<file path="src/rtl/ex_mem_pipe_reg.sv">
// EX/MEM pipeline register with a one-entry skid slot.
// Keeps full throughput while ReadyE depends only on registered state.
module ex_mem_pipe_reg #(
  parameter int DATA_W = 32,
  parameter int REG_AW = 5,
  parameter int MEMW_W = 4,
  parameter int MEMR_W = 2
) (
  input  logic              clk,
  input  logic              inicio,
  input  logic              ValidE,
  output logic              ReadyE,
  input  logic [MEMR_W-1:0] MemReadE,
  input  logic [MEMW_W-1:0] MemWriteE,
  input  logic              RegWriteE,
  input  logic              MemtoRegE,
  input  logic [DATA_W-1:0] ALUOut,
  input  logic [DATA_W-1:0] WriteDataE,
  input  logic [REG_AW-1:0] WriteRegE,
  input  logic              StallM,
  input  logic              FlushM,
  output logic              ValidM,
  output logic [MEMR_W-1:0] MemReadM,
  output logic [MEMW_W-1:0] MemWriteM,
  output logic              RegWriteM,
  output logic              MemtoRegM,
  output logic [DATA_W-1:0] ALUOutM,
  output logic [DATA_W-1:0] WriteDataM,
  output logic [REG_AW-1:0] WriteRegM
);

  typedef struct packed {
    logic [MEMR_W-1:0] mem_read;
    logic [MEMW_W-1:0] mem_write;
    logic              reg_write;
    logic              mem_to_reg;
    logic [DATA_W-1:0] alu_out;
    logic [DATA_W-1:0] wdata;
    logic [REG_AW-1:0] wreg;
  } slot_t;

  typedef enum logic [1:0] {
    EMPTY = 2'd0,
    ONE   = 2'd1,
    FULL  = 2'd2
  } state_t;

  state_t state;
  slot_t  main_q;
  slot_t  skid_q;
  slot_t  e_slot;
  logic   accept;
  logic   consume;

  assign e_slot = '{
    mem_read:   MemReadE,
    mem_write:  MemWriteE,
    reg_write:  RegWriteE,
    mem_to_reg: MemtoRegE,
    alu_out:    ALUOut,
    wdata:      WriteDataE,
    wreg:       WriteRegE
  };

  assign ReadyE  = (state != FULL) & ~inicio;
  assign ValidM  = (state != EMPTY);
  assign accept  = ValidE & ReadyE;
  assign consume = ValidM & ~StallM;

  // A slot is zeroed whenever it goes invalid, so bubbles read as zero.
  always_ff @(posedge clk) begin
    if (inicio || FlushM) begin
      state  <= EMPTY;
      main_q <= '0;
      skid_q <= '0;
    end else begin
      unique case (state)
        EMPTY: begin
          if (accept) begin
            main_q <= e_slot;
            state  <= ONE;
          end
        end
        ONE: begin
          unique case (1'b1)
            accept & consume: begin
              main_q <= e_slot;
            end
            accept & ~consume: begin
              skid_q <= e_slot;
              state  <= FULL;
            end
            ~accept & consume: begin
              main_q <= '0;
              state  <= EMPTY;
            end
            default: begin
            end
          endcase
        end
        FULL: begin
          if (consume) begin
            main_q <= skid_q;
            skid_q <= '0;
            state  <= ONE;
          end
        end
        default: begin
          state  <= EMPTY;
          main_q <= '0;
          skid_q <= '0;
        end
      endcase
    end
  end

  assign MemReadM   = main_q.mem_read;
  assign MemWriteM  = main_q.mem_write;
  assign RegWriteM  = main_q.reg_write;
  assign MemtoRegM  = main_q.mem_to_reg;
  assign ALUOutM    = main_q.alu_out;
  assign WriteDataM = main_q.wdata;
  assign WriteRegM  = main_q.wreg;

endmodule

</file>
<file path="config.mk">
export PLATFORM = sky130hd
export DESIGN_NAME = ex_mem_pipe_reg
export DESIGN_NICKNAME = d
export VERILOG_FILES = /design/src/rtl/ex_mem_pipe_reg.sv
export SDC_FILE = /design/constraint.sdc
export NUM_CORES = 1
export LEC_CHECK = 0
export CAP_MARGIN = 20
export CORE_MARGIN = 1
export CORE_UTILIZATION = 32
export CTS_BUF_LIST = sky130_fd_sc_hd__clkbuf_4
export DETAILED_ROUTE_END_ITERATION = 10
export HOLD_SLACK_MARGIN = 0.1
export PLACE_DENSITY = 0.52
export SYNTH_ARGS = -nofsm -noshare
export SYNTH_HDL_FRONTEND = slang
export SYNTH_SLANG_ARGS = --single-unit
export TNS_END_PERCENT = 30
</file>
<file path="constraint.sdc">
create_clock -name clk -period 3.55 [get_ports clk]
set_clock_uncertainty 0.2 [all_clocks]
set_input_delay 0.5325 -clock clk [delete_from_list [all_inputs] [get_ports clk]]
set_output_delay 0.5325 -clock clk [all_outputs]
set_load 0.05 [all_outputs]
</file>
==> impl_metrics.csv <==
group,metric,value,unit
logic_synthesis,synth_area,6810,um2
placed_design,io_buffers,160,
global_routing,grt_max_degree,101,
pwr,total_power,3.45,mW
sta,timing.setup.tns,0,ns
min_path,holdCritStartpoint,"skid_q[4]",
logic_synthesis,netlist_instances,879,
cts,h-tree-depth,4,
cts,clock-root-buffer,"clkbuf_4",
logic_synthesis,synth_top_flop_cell,"dfxtp_1",
cells_and_area,syn_to_final_growth,30.1,%
setup_path,worstPathRequired,3.82,ns
floorplanning,die_w,148,um
logic_synthesis,synthArstFlopShare,0,%
cts,clk_path_buf_depth,2,
logic_synthesis,synth_top_cell_by_area,"dfxtp_1",
drt,first_pass_iters,5,
setup_path,r2r_slack,0.66,ns
placed_design,dp_slack,0.448,ns
logic_synthesis,synth_top_cell_area_share,45.8,%
drt,wl_per_cell,16.2,um
setup_path,crit-reg2reg-launch,"state[0]",
floorplanning,core_area,21000,um2
placed_design,dp_hpwl,11800,um
floorplanning,ios,161,
logic_synthesis,yosys_warnings,0,
global_routing,track_usage,19.0,%
floorplanning,fp.dieH,148,um
cts,ctsHoldBuffers,0,
setup_path,timing.rr.end,"WriteRegM[0]",
global_routing,grt_pass1_wl,33000,um
logic_synthesis,ys_top_cells_by_count,"dfxtp_1, nand2_1, nand3_1",
logic_synthesis,synthesis.nets,965,
global_routing,grt_pass1_vias,6022,
placed_design,placed_cells,1241,
pwr,p_per_area,389,nW/um2
global_routing,grt_overflow,0,
cells_and_area,final_nets,1071,
sta,setup_viol,0,
cts,clock_sinks,156,
cts,tritoncts,"yes",
drt,drt_iter0_drc,481,
min_path,hold_end,"skid_q[4]",
setup_path,cp_max_fo,54,
run_status,outcome,"finished, final reports clean",
sta,fmax,346,MHz
global_routing,antenna_found_initial,2,
drt,detail-route-antenna-nets,0,
sta,rsz0062_at_grt,"false",
floorplanning,die_area,21900,um2
setup_path,r2r_cells,10,
sta,fin_ws,0.659,ns
sta,tightest_slew,0.899,ns
sta,drv_slew,0,
drt,drc_errors,0,
cts,insertion_delay,0.54,ns
drt,dr_total_vias,6539,
min_path,hold_depth,2,
logic_synthesis,synth.area.top_cells,"dfxtp_1, nand3_1, o211a_1",
floorplanning,start_util,32.5,%
sta,max-slew-margin-rel,40.1,%
logic_synthesis,synth.distinct_cells,23,
flow_run,maxCapViolations,0,
pwr,peakVddDrop,0.000154,V
logic_synthesis,ys_seq_area_share,45.8,%
setup_path,arrival,3.16,ns
drt,viasPerCell,5.13,
logic_synthesis,synth.most_common_cell,"dfxtp_1",
cells_and_area,final_cells,1275,
drt,finalWirelength,20600,um
placed_design,gp_congestion,0.719,
setup_path,end_kind,"register",
cts,postCtsSetupBuffers,0,
cts,cts-resized-gates,0,
cells_and_area,drive_above_1_share,5.51,%
cts,clkTransAtPathRegs,0.13,ns
setup_path,critical_path_class,"register to register",
cells_and_area,utilization,42.3,%
min_path,holdCritPathClass,"register to register",
logic_synthesis,syn_area_per_cell,7.75,um2
sta,period_needed,2.89,ns
sta,min_period_over_period,81.4,%
logic_synthesis,synth_edf_count,0,
pwr,p_leak,3.73,nW
floorplanning,rows,53,
sta,final-hold-violation-count,0,
cts,cts_buffers,17,
logic_synthesis,ys_ff_latch,156,
setup_path,crit_path_start_kind,"register",
==> worst max-delay path, stage by stage (launching register included) <==
cell and delay, ns:
dfxtp_1 0.58, nor2b_1 0.09, buf_4 0.19, nor2_1 0.13, nand2_1 0.12, ha_1 0.21, or4b_1 0.50, o31a_2 0.15
buf_4 0.30, o211a_1 0.19, nor3_1 0.13
==> worst max-delay path by stage <==
| stage | start | to | slack [ns] | cells past startpoint |
|---|---|---|---|---|
| global route | state[0] | ALUOutM[23] | 0.41 | 10 |
| detailed placement | StallM | WriteRegM[0] | 0.45 | 9 |
| floorplan | state[1] | ALUOutM[0] | 0.13 | 13 |
| CTS | state[0] | ValidM | 0.64 | 2 |
| global placement | StallM | MemReadM[0] | 0.53 | 9 |
| finish | state[0] | WriteRegM[0] | 0.66 | 10 |
==> through the flow <==
stage	hold WS, ns	cell area (um2)
5_1_grt	0.278	8860
3_5_place_dp	0.245	8590
4_1_cts	0.261	8860
3_3_place_gp	0.239	8590
6_report	0.260	8860
2_1_floorplan	0.232	6810
==> final cells by class <==
class / count / area, um2
flip-flops and latches: 156 / 3130
repair buffers: 177 / 1790
inverters: 3 / 11.3
clock inverters: 14 / 128
fillers: 2182 / 12100
diodes: 2 / 5.00
well taps: 275 / 344
clock buffers: 18 / 135
multi-input cells: 630 / 3320
==> cell usage in the layout (no fill, tap or decap), drive strengths merged, types with 8 or more instances in the layout <==
cell	instances
a21oi	80
a22oi	8
buf	18
clkbuf	18
clkdlybuf4s50	159
clkinv	9
dfxtp	156
nand2	152
nand3	148
nor2	80
nor3	70
o211a	70
==> sequential cells by signal (all words and copies together), names as in the netlist <==
| name | cells |
|---|---|
| WriteRegM | 5 |
| WriteDataM | 32 |
| state | 2 |
| MemWriteM | 4 |
| skid_q | 77 |
| ALUOutM | 32 |
| RegWriteM | 1 |
| MemReadM | 2 |
| MemtoRegM | 1 |
==> cells by family (layout without fill, tap and decap cells) <==
family	Yosys count	in the layout	share of synthesized area, %
buf+inv	93	212	5.66
other cells	0	2	0
compound gates	168	168	18.1
fa+ha+maj	4	4	0.735
simple gates	458	458	29.6
flops	156	156	45.8
==> power by group <==
part           leakage, nW  internal (mW)  total [mW]  switching (mW)
Combinational         2.32          0.228       0.576           0.348
Sequential            1.26           1.79        1.81          0.0221
Clock                0.142          0.414        1.06           0.651
Total                 3.73           2.43        3.45            1.02
==> per-layer routing <==
metal	vias up	track usage, %	routed length, um
met2	167	28.3	9040
met5	-	0	0
met3	9	6.23	1440
met4	0	3.97	143
li1	3269	-	-
met1	3094	26.6	10000
(Power assumes the default switching activity.)
